File: src/rtl/alu_input_ctrl.sv
// Input stage ahead of the ALU: synchronises and debounces the three load buttons,
// captures the switch bus into operand/opcode registers and strobes start on an opcode load.
module alu_input_ctrl #(
    parameter int unsigned NB_DATA         = 8,
    parameter int unsigned NB_OP           = 6,
    parameter int unsigned DEBOUNCE_CYCLES = 4
) (
    input  logic               clock,
    input  logic               i_reset,
    input  logic [NB_DATA-1:0] i_sw,
    input  logic               i_btn_a,
    input  logic               i_btn_b,
    input  logic               i_btn_op,
    output logic [NB_DATA-1:0] o_data_a,
    output logic [NB_DATA-1:0] o_data_b,
    output logic [NB_OP-1:0]   o_op,
    output logic [2:0]         o_loaded,
    output logic               o_valid,
    output logic               o_start
);

    localparam int unsigned NumBtn  = 3;
    localparam int unsigned CntW    = $clog2(DEBOUNCE_CYCLES + 1);
    localparam logic [CntW-1:0] CntLast = CntW'(DEBOUNCE_CYCLES - 1);

    logic [NumBtn-1:0] btnRaw;
    logic [NumBtn-1:0] syncS1;
    logic [NumBtn-1:0] syncS2;
    logic [NumBtn-1:0] debLevel;
    logic [CntW-1:0]   debCnt [NumBtn];

    logic [NumBtn-1:0] pressC;
    logic              loadA;
    logic              loadB;
    logic              loadOp;
    logic [2:0]        loadedNext;

    assign btnRaw = {i_btn_op, i_btn_b, i_btn_a};

    // Two-flop synchroniser plus per-button stability counter
    always_ff @(posedge clock) begin
        if (i_reset) begin
            syncS1   <= '0;
            syncS2   <= '0;
            debLevel <= '0;
            for (int i = 0; i < NumBtn; i++) begin
                debCnt[i] <= '0;
            end
        end else begin
            syncS1 <= btnRaw;
            syncS2 <= syncS1;
            for (int i = 0; i < NumBtn; i++) begin
                if (syncS2[i] != debLevel[i]) begin
                    if (debCnt[i] == CntLast) begin
                        debLevel[i] <= syncS2[i];
                        debCnt[i]   <= '0;
                    end else begin
                        debCnt[i] <= debCnt[i] + CntW'(1);
                    end
                end else begin
                    debCnt[i] <= '0;
                end
            end
        end
    end

    // A press is the edge on which the debounced level is about to go 0->1
    always_comb begin
        pressC = '0;
        for (int i = 0; i < NumBtn; i++) begin
            pressC[i] = syncS2[i] & ~debLevel[i] & (debCnt[i] == CntLast);
        end
    end

    // Fixed priority A > B > OP; losers are dropped, not deferred
    always_comb begin
        loadA      = pressC[0];
        loadB      = pressC[1] & ~pressC[0];
        loadOp     = pressC[2] & ~pressC[1] & ~pressC[0];
        loadedNext = o_loaded | {loadOp, loadB, loadA};
    end

    always_ff @(posedge clock) begin
        if (i_reset) begin
            o_data_a <= '0;
            o_data_b <= '0;
            o_op     <= '0;
            o_loaded <= '0;
            o_valid  <= 1'b0;
            o_start  <= 1'b0;
        end else begin
            if (loadA) begin
                o_data_a <= i_sw;
            end
            if (loadB) begin
                o_data_b <= i_sw;
            end
            if (loadOp) begin
                o_op <= i_sw[NB_OP-1:0];
            end
            o_loaded <= loadedNext;
            o_valid  <= &loadedNext;
            // Strobe only when both operands were already present before this opcode
            o_start  <= loadOp & o_loaded[0] & o_loaded[1];
        end
    end

endmodule

File: config.mk
export PLATFORM = sky130hd
export DESIGN_NAME = alu_input_ctrl
export DESIGN_NICKNAME = d
export VERILOG_FILES = /design/src/rtl/alu_input_ctrl.sv
export SDC_FILE = /design/constraint.sdc
export NUM_CORES = 1
export LEC_CHECK = 0
export BUFFER_PORTS_ARGS = -buffer_cell sky130_fd_sc_hd__clkbuf_2
export CORE_MARGIN = 1.5
export CORE_UTILIZATION = 35
export CTS_CLUSTER_SIZE = 8
export DETAILED_ROUTE_END_ITERATION = 12
export PLACE_DENSITY = 0.65
export SYNTH_ARGS = -nofsm -noshare
export SYNTH_HDL_FRONTEND = slang
export SYNTH_SLANG_ARGS = --single-unit
File: constraint.sdc
create_clock -name clock -period 2.37 [get_ports clock]
set_input_delay 0.237 -clock clock [delete_from_list [all_inputs] [get_ports clock]]
set_output_delay 0.237 -clock clock [all_outputs]
set_load 0.1 [all_outputs]
* Word-level counts from Yosys, hierarchy flattened
Memories as Yosys holds them, arrays and structs flattened.
Index checks and enable logic that the tools add are counted.
** Storage, ports and cells
- Output and inout bits :: 27
- Memory bits (writable) :: 9
- Memories :: 1
- Logic and storage cells :: 95
- Bits in registers :: 36
** Memories
- debCnt :: depth 3, width 3, rd ports 3, clocked after Yosys merged registers in 0, write ports 3, RTL line 30 : logic [CntW-1:0] debCnt [NumBtn];
** Cells by class
- Bitwise gates (word level) :: 26
- Reduce and logical (&&, ||, !) cells :: 4
- Multiplexer cells :: 44
- Equality and inequality tests :: 6
- $add $sub $neg :: 3
** Operators with widths (count)
- $mux W1 :: 35
- $mux W3 :: 9
- $and A1 B1 Y1 :: 11
- $add A3 B1 Y3 const B :: 3
- $eq A3 B2 Y1 const B :: 3
- $or A1 B1 Y1 :: 9
- $reduce_and A2 Y1 :: 3
- $not A1 Y1 :: 5
- $ne A1 B1 Y1 :: 3
- $or A3 B3 Y3 :: 1
- $reduce_and A3 Y1 :: 1

* Longest topological paths before layout
Gate-level depths: netlist (run 1).
- Depth after elaboration :: 8
- Gate-level depth with buffers :: 7

* Least setup slack after synthesis (run 1)
Ideal clock, no wire load.
- Kind :: register -> register
- Start :: mem debCnt[1][0] (netlist name)
- End :: reg o_start
- Arrival :: 1.700 ns
- Cell stages (with the launch flop) :: 7
- Setup time :: 0.064 ns
- Required time :: 2.306 ns
- Slack :: 0.606 ns
- Clock period less this slack :: 1.764 ns
- Path through :: edfxtp_1 ha_1 ha_1 and2_4 buf_6 nor3_4 and4b_1
** RTL lines
- from (decl) :: RTL line 30
- to (signal assigned) :: RTL line 104 : o_start <= loadOp & o_loaded[0] & o_loaded[1];
- to (decl) :: RTL line 19 : output logic o_start

==> flow_summary.ini, run 1 <==
[grt]
grt_max_degree = 51
grt_pass1_wl_um = 5500
grt_pass1_vias = 1163
antenna_found_initial = 0
grt_use_total_pct = 13.3
grt.overflow.total = 0

[routing]
drc = 0
vias = 1324
drt_iter0_drc = 49
dr.pass1.iters = 4
viasPerCell = 4.60
final_antenna_net_count = 0
wirelength_um = 3430
wl_per_cell_um = 11.9

[sta]
fin_tns_setup_ns = 0
report.final.setup_viol = 0
hold_viol_final = 0
slew_headroom_pct = 58.6
fmax_mhz = 539
period_share_pct = 78.3
rsz0062_at_grt = no
report.final.slew_viol_count = 0
period_needed_ns = 1.86
skew_ns = 0.00763
worst_pin_slew_ns = 0.620

[final_layout]
antennaDiodeCount = 0
layout.filler_cells = 461
final_cell_mix = 39 x clkbuf_2, 36 x dfxtp_1, 19 x nand2_1, 18 x a21oi_1, 13 x nand2b_1
fin_nets = 243
drive_gt1_share_pct = 23.5
syn2layout_area_growth_pct = 20.5
final_cell_area_um2 = 2180
mostFrequentLayoutCell = clkbuf_2

[worst_setup_path]
crit_path_start = debCnt[1][0]
crit_type = flip-flop to flip-flop
crit-reg2reg-launch = debCnt[1][0]
crit_path_end_kind = flip-flop
cp_max_fo = 10
required_ns = 2.61
start_kind = flip-flop
arrival_ns = 2.10

[placed_design]
dp_hpwl_um = 2320
io_buffers = 39
postPlaceCellArea_um2 = 2080
gp_congestion = 0.742

[clock_network]
cts_setup_buffers = 0
cts_buffer_depth = 2
cts.sinks = 45
cts_resized = 0
htreeDepth = 2
cts_hold_buf = 0
cts_made_buffers = 5
insertion_delay_ns = 0.30
cts_root_buffer = clkbuf_8
clk_pin_slew_ns = 0.08
cts_tree = built

[synthesis]
post_synth_num_cell_types = 27
syn_inst = 176
syn_area_um2 = 1810
seq_area_frac_synth_pct = 54.8
synthTopCellsByArea = dfxtp_1 40%, edfxtp_1 15%, ha_1 6.9%
synth_seq_cells = 45
synth.largest_area_cell = dfxtp_1
ys_warn_count = 0
synth_top_area_share_pct = 39.8
synth.avg_cell_area_um2 = 10.3

[power_and_ir_drop]
ir_drop_v = 0.000335
leakagePower_nw = 0.888
pwr_density_cell_nw_per_um2 = 636

[floorplan]
fp.dieH_um = 74.9
die_w_um = 74.9
rows = 25
dieArea_um2 = 5610
core_area_um2 = 4850
start_util_pct = 37.3
pin_count = 40

[worst_hold_path]
min_path_type = input port to flip-flop
min_from = i_btn_op

[run]
drv_cap = 0

[status]
status = finished clean
==> final timing paths <==
| kind | endpoint | slack [ns] | depth (start not counted) |
|---|---|---|---|
| hold reg to reg | syncS2[1] | 0.43 | 1 |
| setup reg to reg | o_start | 0.51 | 5 |
| setup / recovery | o_start | 0.51 | 5 |
| hold / removal | syncS1[2] | 0.14 | 2 |
==> final cells by class <==
cell class                 count  area (um2)  area share, %
timing repair buffer          41         210           9.64
tap                           67        83.8           3.84
multi-input combinational    121         771           35.3
sequential                    45         991           45.4
inverter                       6        22.5           1.03
clock buffer                   7        97.6           4.48
clock inverter                 1        5.00          0.229
==> logic make-up (layout without fill, tap and decap cells) <==
family                     Yosys count  count (layout)  share of synthesized area (%)
AOI/OAI and AO/OA                   28              28                           8.37
adders and majority gates           10              10                           6.92
DFF                                 45              45                           54.8
buffers and inverters               15              55                           3.67
muxes                                9               9                           4.98
and+or+nand+nor                     68              68                           21.1
other                                1               6                          0.207
==> state kept, by name, indices dropped and copies added (netlist names) <==
signal,count
debCnt,9
debLevel,3
o_data_a,8
o_data_b,8
o_loaded,3
o_op,6
o_start,1
o_valid,1
syncS1,3
syncS2,3
==> metrics by stage <==
step                util, %  std cells  hold WS [ns]  worst slack (ns)  total power, mW
floorplan                 -        181         0.365             0.606            0.855
global placement       42.9        280         0.420             0.570            0.878
detailed placement     42.9        280         0.426             0.537            0.879
global route           45.0        288         0.138             0.380             1.44
finish                 45.0        288         0.144             0.515             1.39
CTS                    45.0        288         0.132             0.495             1.41
==> power breakdown <==
part / switching [mW] / internal (mW) / leakage (nW)
Combinational: 0.0423 / 0.0246 / 0.444
Sequential: 0.00434 / 0.790 / 0.390
Clock: 0.255 / 0.271 / 0.0534
Total: 0.301 / 1.08 / 0.888
==> cells in the mapped netlist <==
cell,instances
o21ai_0,8
inv_1,6
and2_4,1
edfxtp_1,9
buf_1,1
a21oi_1,18
nor2_1,6
or2b_1,1
nand2b_1,13
nor4b_1,3
or4b_2,1
nand2_1,19
o221a_1,1
buf_6,1
nand3_1,8
clkbuf_1,5
dfxtp_1,36
o21ba_2,1
mux2i_1,9
conb_1,1
buf_2,2
ha_1,10
nor4_1,6
and4b_1,1
nor2b_1,7
and2_1,1
nor3_4,1
==> routing by layer <==
| layer | part of all wire (%) | track usage (%) | vias to the layer above |
|---|---|---|---|
| met5 | 0 | 0 | - |
| met4 | 0.87 | 5.45 | 0 |
| met3 | 5.1 | 5.35 | 2 |
| met2 | 41 | 17.1 | 27 |
| met1 | 52 | 19.4 | 606 |
| li1 | - | - | 689 |
==> critical path, cell delays in order, from the launching register on <==
cell      delay (ns)
edfxtp_1        0.40
ha_1            0.21
ha_1            0.26
and2_4          0.23
nor3_4          0.44
and4b_1         0.26
Power figures use the tool's default switching activity.
==> run 2: changes to the inputs <==
--- a/config.mk
+++ b/config.mk
@@ -5,12 +5,13 @@
 export SDC_FILE = /design/constraint.sdc
 export NUM_CORES = 1
 export LEC_CHECK = 0
+export ABC_AREA = 1
 export BUFFER_PORTS_ARGS = -buffer_cell sky130_fd_sc_hd__clkbuf_2
 export CORE_MARGIN = 1.5
 export CORE_UTILIZATION = 35
 export CTS_CLUSTER_SIZE = 8
 export DETAILED_ROUTE_END_ITERATION = 12
-export PLACE_DENSITY = 0.65
+export PLACE_DENSITY = 0.67
 export SYNTH_ARGS = -nofsm -noshare
 export SYNTH_HDL_FRONTEND = slang
 export SYNTH_SLANG_ARGS = --single-unit
==> constraint.sdc (replaced) <==
create_clock -name clock -period 1.5 [get_ports clock]
set_input_delay 0.15 -clock clock [delete_from_list [all_inputs] [get_ports clock]]
set_output_delay 0.15 -clock clock [all_outputs]
set_load 0.1 [all_outputs]
==> run 2 against run 1 <==
Hold slack got worse by 0.099 ns. Die area up 1.3%. Sequential share of layout area down 4.0 points. First-iteration DRC count increased by 29%. Combinational power rose by 100%. Critical path type unchanged. Highest routed layer unchanged.
==> flow_summary.ini, run 2 <==
[sta]
fin_tns_setup_ns = 0
report.final.setup_viol = 0
worst_pin_slew_ns = 0.549
rsz0062_at_grt = yes
slew_headroom_pct = 63.5
skew_ns = 0.00650
report.final.slew_viol_count = 0
fmax_mhz = 684
period_share_pct = 97.4
hold_viol_final = 0
period_needed_ns = 1.46

[worst_setup_path]
r2r-end = debCnt[0][1]
crit_type = flip-flop to flip-flop
worst-path-stages = 5
required_ns = 1.50
slowest_delay_ns = 0.45
ff2ff_setup_slack_ns = 0.04
crit_family = flip-flops
rr_worst_depth = 5
crit_top_cell = ha_4
start_kind = flip-flop
worst-path-buf-inv = 2
crit_chain = ha_4, buf_4, ha_4, inv_2, nand4_1
cp_max_fo = 3
crit-reg2reg-launch = debCnt[0][0]
crit_path_end_kind = flip-flop
crit_path_top_delay_cell = edfxtp_1
arrival_ns = 1.46

[floorplan]
dieArea_um2 = 5680
core_area_um2 = 5070
fp.dieH_um = 75.4
rows = 26
die_w_um = 75.4
start_util_pct = 36.1
pin_count = 40

[placed_design]
dp_cells = 338
io_buffers = 39
dp_hpwl_um = 2570
gp_congestion = 0.778

[final_layout]
largest_reg_flops = 9
drive_gt1_share_pct = 28.3
final_util_pct = 47.1
syn2layout_area_growth_pct = 30.3
mostFrequentLayoutCell = nor2_1
final_cell_mix = 44 x nor2_1, 40 x inv_1, 39 x clkbuf_2, 36 x dfxtp_1, 21 x nand2_1
fin_nets = 302
antennaDiodeCount = 0
largestRegisters = debCnt: 9 flops, o_data_a: 8 flops, o_data_b: 8 flops
finalNonFillerCells = 349
regMostFlops = debCnt

[power_and_ir_drop]
p_sw_mw = 0.489
p_int_mw = 1.71
p_comb_share_pct = 6.1
ir_drop_v = 0.000556
p_sw_share_pct = 22.2
seqPwrFrac_pct = 57.1
clkPwrFrac_pct = 36.7
pwr_density_cell_nw_per_um2 = 922
leakagePower_nw = 1.17

[grt]
grt_max_degree = 23
grt.overflow.total = 0
antenna_found_initial = 0
grt_pass1_vias = 1357
grt_use_total_pct = 12.8
grt_pass1_wl_um = 5520

[clock_network]
cts_root_buffer = clkbuf_8
cts_made_buffers = 5
cts.sinks = 45
htreeDepth = 2
cts_tree = built
clk_pin_slew_ns = 0.08
cts_buffer_depth = 2
insertion_delay_ns = 0.29

[routing]
viasPerCell = 4.18
drt_iter0_drc = 63
wl_per_cell_um = 9.88
wirelength_um = 3450
final_antenna_net_count = 0
drc = 0
vias = 1458
dr.pass1.iters = 4

[synthesis]
ys_warn_count = 0
yosysMostFrequentCell = nor2_1
synth_edf_count = 9
syn_inst = 218
synth_top_area_share_pct = 39.3
synthTopCellsByArea = dfxtp_1 39%, edfxtp_1 15%, nor2_1 9.4%
synthTopCellsByCount = 46 x nor2_1, 43 x inv_1, 36 x dfxtp_1
syn_area_um2 = 1830
seq_area_frac_synth_pct = 54.1
synth.avg_cell_area_um2 = 8.41
synth.largest_area_cell = dfxtp_1
synth_flop_cell = dfxtp_1
post_synth_num_cell_types = 19
synthArstFlopShare_pct = 0
synth_seq_cells = 45

[worst_hold_path]
hold_depth = 3
min_from = i_btn_b
min_path_type = input port to flip-flop
hold_path_end = syncS1[1]

[status]
status = finished clean

[run]
drv_cap = 0
## run 2: kinds of logic (layout without fill, tap and decap cells)
| group | after synthesis | in the layout | synth area share [%] |
|---|---|---|---|
| compound gates | 30 | 30 | 8.40 |
| fa+ha+maj | 10 | 10 | 6.83 |
| flops | 45 | 45 | 54.1 |
| buf+inv | 51 | 107 | 11.9 |
| other cells | 1 | 6 | 0.205 |
| simple gates | 81 | 81 | 18.6 |
## run 2: worst max-delay path by stage
stage	from	end	slack, ns
2_1_floorplan	debCnt[0][0]	o_data_b[0]	0.09
3_3_place_gp	debCnt[1][0]	o_valid	-0.006
3_5_place_dp	debCnt[0][0]	o_data_b[3]	-0.04
4_1_cts	debCnt[0][0]	debCnt[0][1]	0.001
5_1_grt	debCnt[0][0]	o_data_a[5]	-0.03
6_report	debCnt[0][0]	debCnt[0][1]	0.04
## run 2: per-layer routing
metal | up-vias | wire (um) | track usage (%)
met4 | 0 | 33 | 3.57
li1 | 786 | - | -
met2 | 40 | 1690 | 22.8
met3 | 3 | 185 | 4.37
met5 | - | 0 | 0
met1 | 629 | 1540 | 14.7
## run 2: worst min-delay path, delay by kind of cell
family,cells,cell delay [ns]
simple gates,1,0.03
buf+inv,2,0.12
## run 2: metrics by stage
stage          power [mW]  area [um2]  worst slack (ns)  hold WS, ns
2_1_floorplan        1.38        1850            0.0854        0.257
3_5_place_dp         1.42        2180           -0.0381        0.351
4_1_cts              2.24        2290           0.00123       0.0307
3_3_place_gp         1.42        2180          -0.00596        0.348
5_1_grt              2.31        2390           -0.0269       0.0500
6_report             2.20        2390            0.0386       0.0448
## run 2: what timing repair did
item	in CTS	in global routing
hold buffers	0	0
pin swaps	1	4
gates resized for setup	4	26
setup endpoints to repair	19	28
buffers inserted	0	4
## run 2: final cells by class
type                    count  area, um2
fillers                   499       2690
flip-flops and latches     45        991
multi-input cells         127        708
repair buffers             56        334
inverters                  44        169
clock buffers               6       93.8
well taps                  70       87.6
clock inverters             1       5.00
## run 2: power groups by stage
| stage | Combinational (mW) | Sequential [mW] | Clock, mW |
|---|---|---|---|
| after floorplan | 0.0652 | 1.31 | 0 |
| after global placement | 0.130 | 1.29 | 0 |
| after detailed placement | 0.131 | 1.29 | 0 |
| after CTS | 0.133 | 1.26 | 0.851 |
| after global routing | 0.154 | 1.26 | 0.896 |
| final | 0.135 | 1.26 | 0.808 |
==> run 3: changes to the inputs <==
--- a/config.mk
+++ b/config.mk
@@ -12,6 +12,7 @@
 export CTS_CLUSTER_SIZE = 8
 export DETAILED_ROUTE_END_ITERATION = 12
 export PLACE_DENSITY = 0.67
+export RECOVER_POWER = 50
 export SYNTH_ARGS = -nofsm -noshare
 export SYNTH_HDL_FRONTEND = slang
 export SYNTH_SLANG_ARGS = --single-unit
==> run 3 against run 2 <==
Utilization fell by 0.099 points. Power fell by 0.28%. Sequential cell count did not move. Critical path type unchanged. Largest power group unchanged.
==> flow_summary.ini, run 3 (synthesized netlist as in run 2, its figures left out) <==
[floorplan]
rows = 26
die_w_um = 75.4
pin_count = 40
core_area_um2 = 5070
start_util_pct = 36.1
dieArea_um2 = 5680
fp.dieH_um = 75.4

[final_layout]
mostFrequentLayoutCell = nor2_1
syn2layout_area_growth_pct = 30.0
fin_nets = 302
drive_gt1_share_pct = 27.6
largestRegisters = debCnt: 9 flops, o_data_a: 8 flops, o_data_b: 8 flops
largest_reg_flops = 9
antennaDiodeCount = 0
layout.filler_cells = 501
final_cell_mix = 44 x nor2_1, 40 x inv_1, 38 x clkbuf_2, 36 x dfxtp_1, 21 x nand2_1
regMostFlops = debCnt
final_cell_area_um2 = 2380

[worst_setup_path]
crit_path_end_kind = flip-flop
start_kind = flip-flop
slowest_delay_ns = 0.45
crit_family = flip-flops
crit_top_cell = ha_4
required_ns = 1.50
crit_type = flip-flop to flip-flop
crit_path_top_delay_cell = edfxtp_1
worst-path-buf-inv = 2
arrival_ns = 1.46
crit_chain = ha_4, buf_4, ha_4, inv_2, nand4_1
crit_path_start = debCnt[0][0]
crit-reg2reg-launch = debCnt[0][0]
cp_max_fo = 3

[grt]
met2_usage_pct = 22.8
antenna_found_initial = 0
grt_max_degree = 23
use_met3_pct = 4.37
grt_pass1_vias = 1357
grt_use_total_pct = 12.8
grt-busiest-layer = met2
use_met1_pct = 14.7
grt_pass1_wl_um = 5520
grt.overflow.total = 0

[sta]
report.final.setup_viol = 0
rsz0062_at_grt = yes
period_needed_ns = 1.46
fin_tns_setup_ns = 0
slew_headroom_pct = 63.5
skew_ns = 0.00648
fmax_mhz = 684
period_share_pct = 97.4
worst_pin_slew_ns = 0.549
holdWs_ns = 0.0448
hold_viol_final = 0
report.final.slew_viol_count = 0

[placed_design]
io_buffers = 39
dp_hpwl_um = 2570
postPlaceCellArea_um2 = 2180
gp_congestion = 0.778

[power_and_ir_drop]
ir_drop_v = 0.000555
pwr_density_cell_nw_per_um2 = 921
leakagePower_nw = 1.16

[clock_network]
cts_made_buffers = 5
cts_hold_buf = 0
cts_buffer_depth = 2
cts_tree = built
htreeDepth = 2
cts.sinks = 45
clk_pin_slew_ns = 0.08
cts_root_buffer = clkbuf_8
insertion_delay_ns = 0.29

[worst_hold_path]
min_path_type = input port to flip-flop
min_from = i_btn_b

[routing]
dr.pass1.iters = 4
final_antenna_net_count = 0
vias = 1463
drc = 0
wirelength_um = 3440
viasPerCell = 4.19
drt_iter0_drc = 56
wl_per_cell_um = 9.87

[status]
status = finished clean

[run]
drv_cap = 0
run 3: cell count changes in the layout (fill, tap and decap cells not counted), sizes merged:
cell | previous run | this run
buf | 17 | 16
clkbuf | 45 | 46
run 3: routing by layer:
metal,up-vias,wire length [um]
li1,787,-
met1,629,1530
met2,42,1650
met3,5,208
met4,0,59
met5,-,0
run 3: power breakdown:
part	internal, mW	switching [mW]	total, mW	leakage, nW
Clock	0.417	0.386	0.803	0.0522
Sequential	1.25	0.00798	1.26	0.390
Combinational	0.0439	0.0898	0.134	0.719
Total	1.71	0.484	2.20	1.16
run 3: tightest hold or removal path: stages:
cell	delay [ns]
clkbuf_2	0.08
inv_1	0.04
nor2_1	0.03
run 3: repair_timing:
item	in CTS	in global routing
buffers inserted	0	4
hold endpoints to repair	0	0
endpoints found under the setup margin	19	28
gates resized for setup	4	26
pin swaps	1	4
run 3: path summary, 6_finish.rpt:
kind	slack, ns	to	cells after the start
worst max-delay path	0.04	debCnt[0][1]	5
worst max register to register	0.04	debCnt[0][1]	5
worst min-delay path	0.04	syncS1[1]	3
worst min register to register	0.40	syncS2[1]	2
run 3: per-stage QoR:
stage,setup slack [ns],total power [mW],instances,util [%]
finish,0.0386,2.20,349,47.0
floorplan,0.0854,1.38,223,-
detailed placement,-0.0381,1.42,338,42.9
CTS,0.00123,2.24,345,45.2
global placement,-0.00596,1.42,338,42.9
global route,-0.0269,2.31,349,47.0
run 3: layout make-up:
| type | instances | area [um2] | share of cell area, % |
|---|---|---|---|
| sequential | 45 | 991 | 41.6 |
| multi-input combinational | 127 | 708 | 29.7 |
| timing repair buffer | 56 | 329 | 13.8 |
| inverter | 44 | 169 | 7.09 |
| clock buffer | 6 | 93.8 | 3.94 |
| tap | 70 | 87.6 | 3.67 |
| clock inverter | 1 | 5.00 | 0.210 |
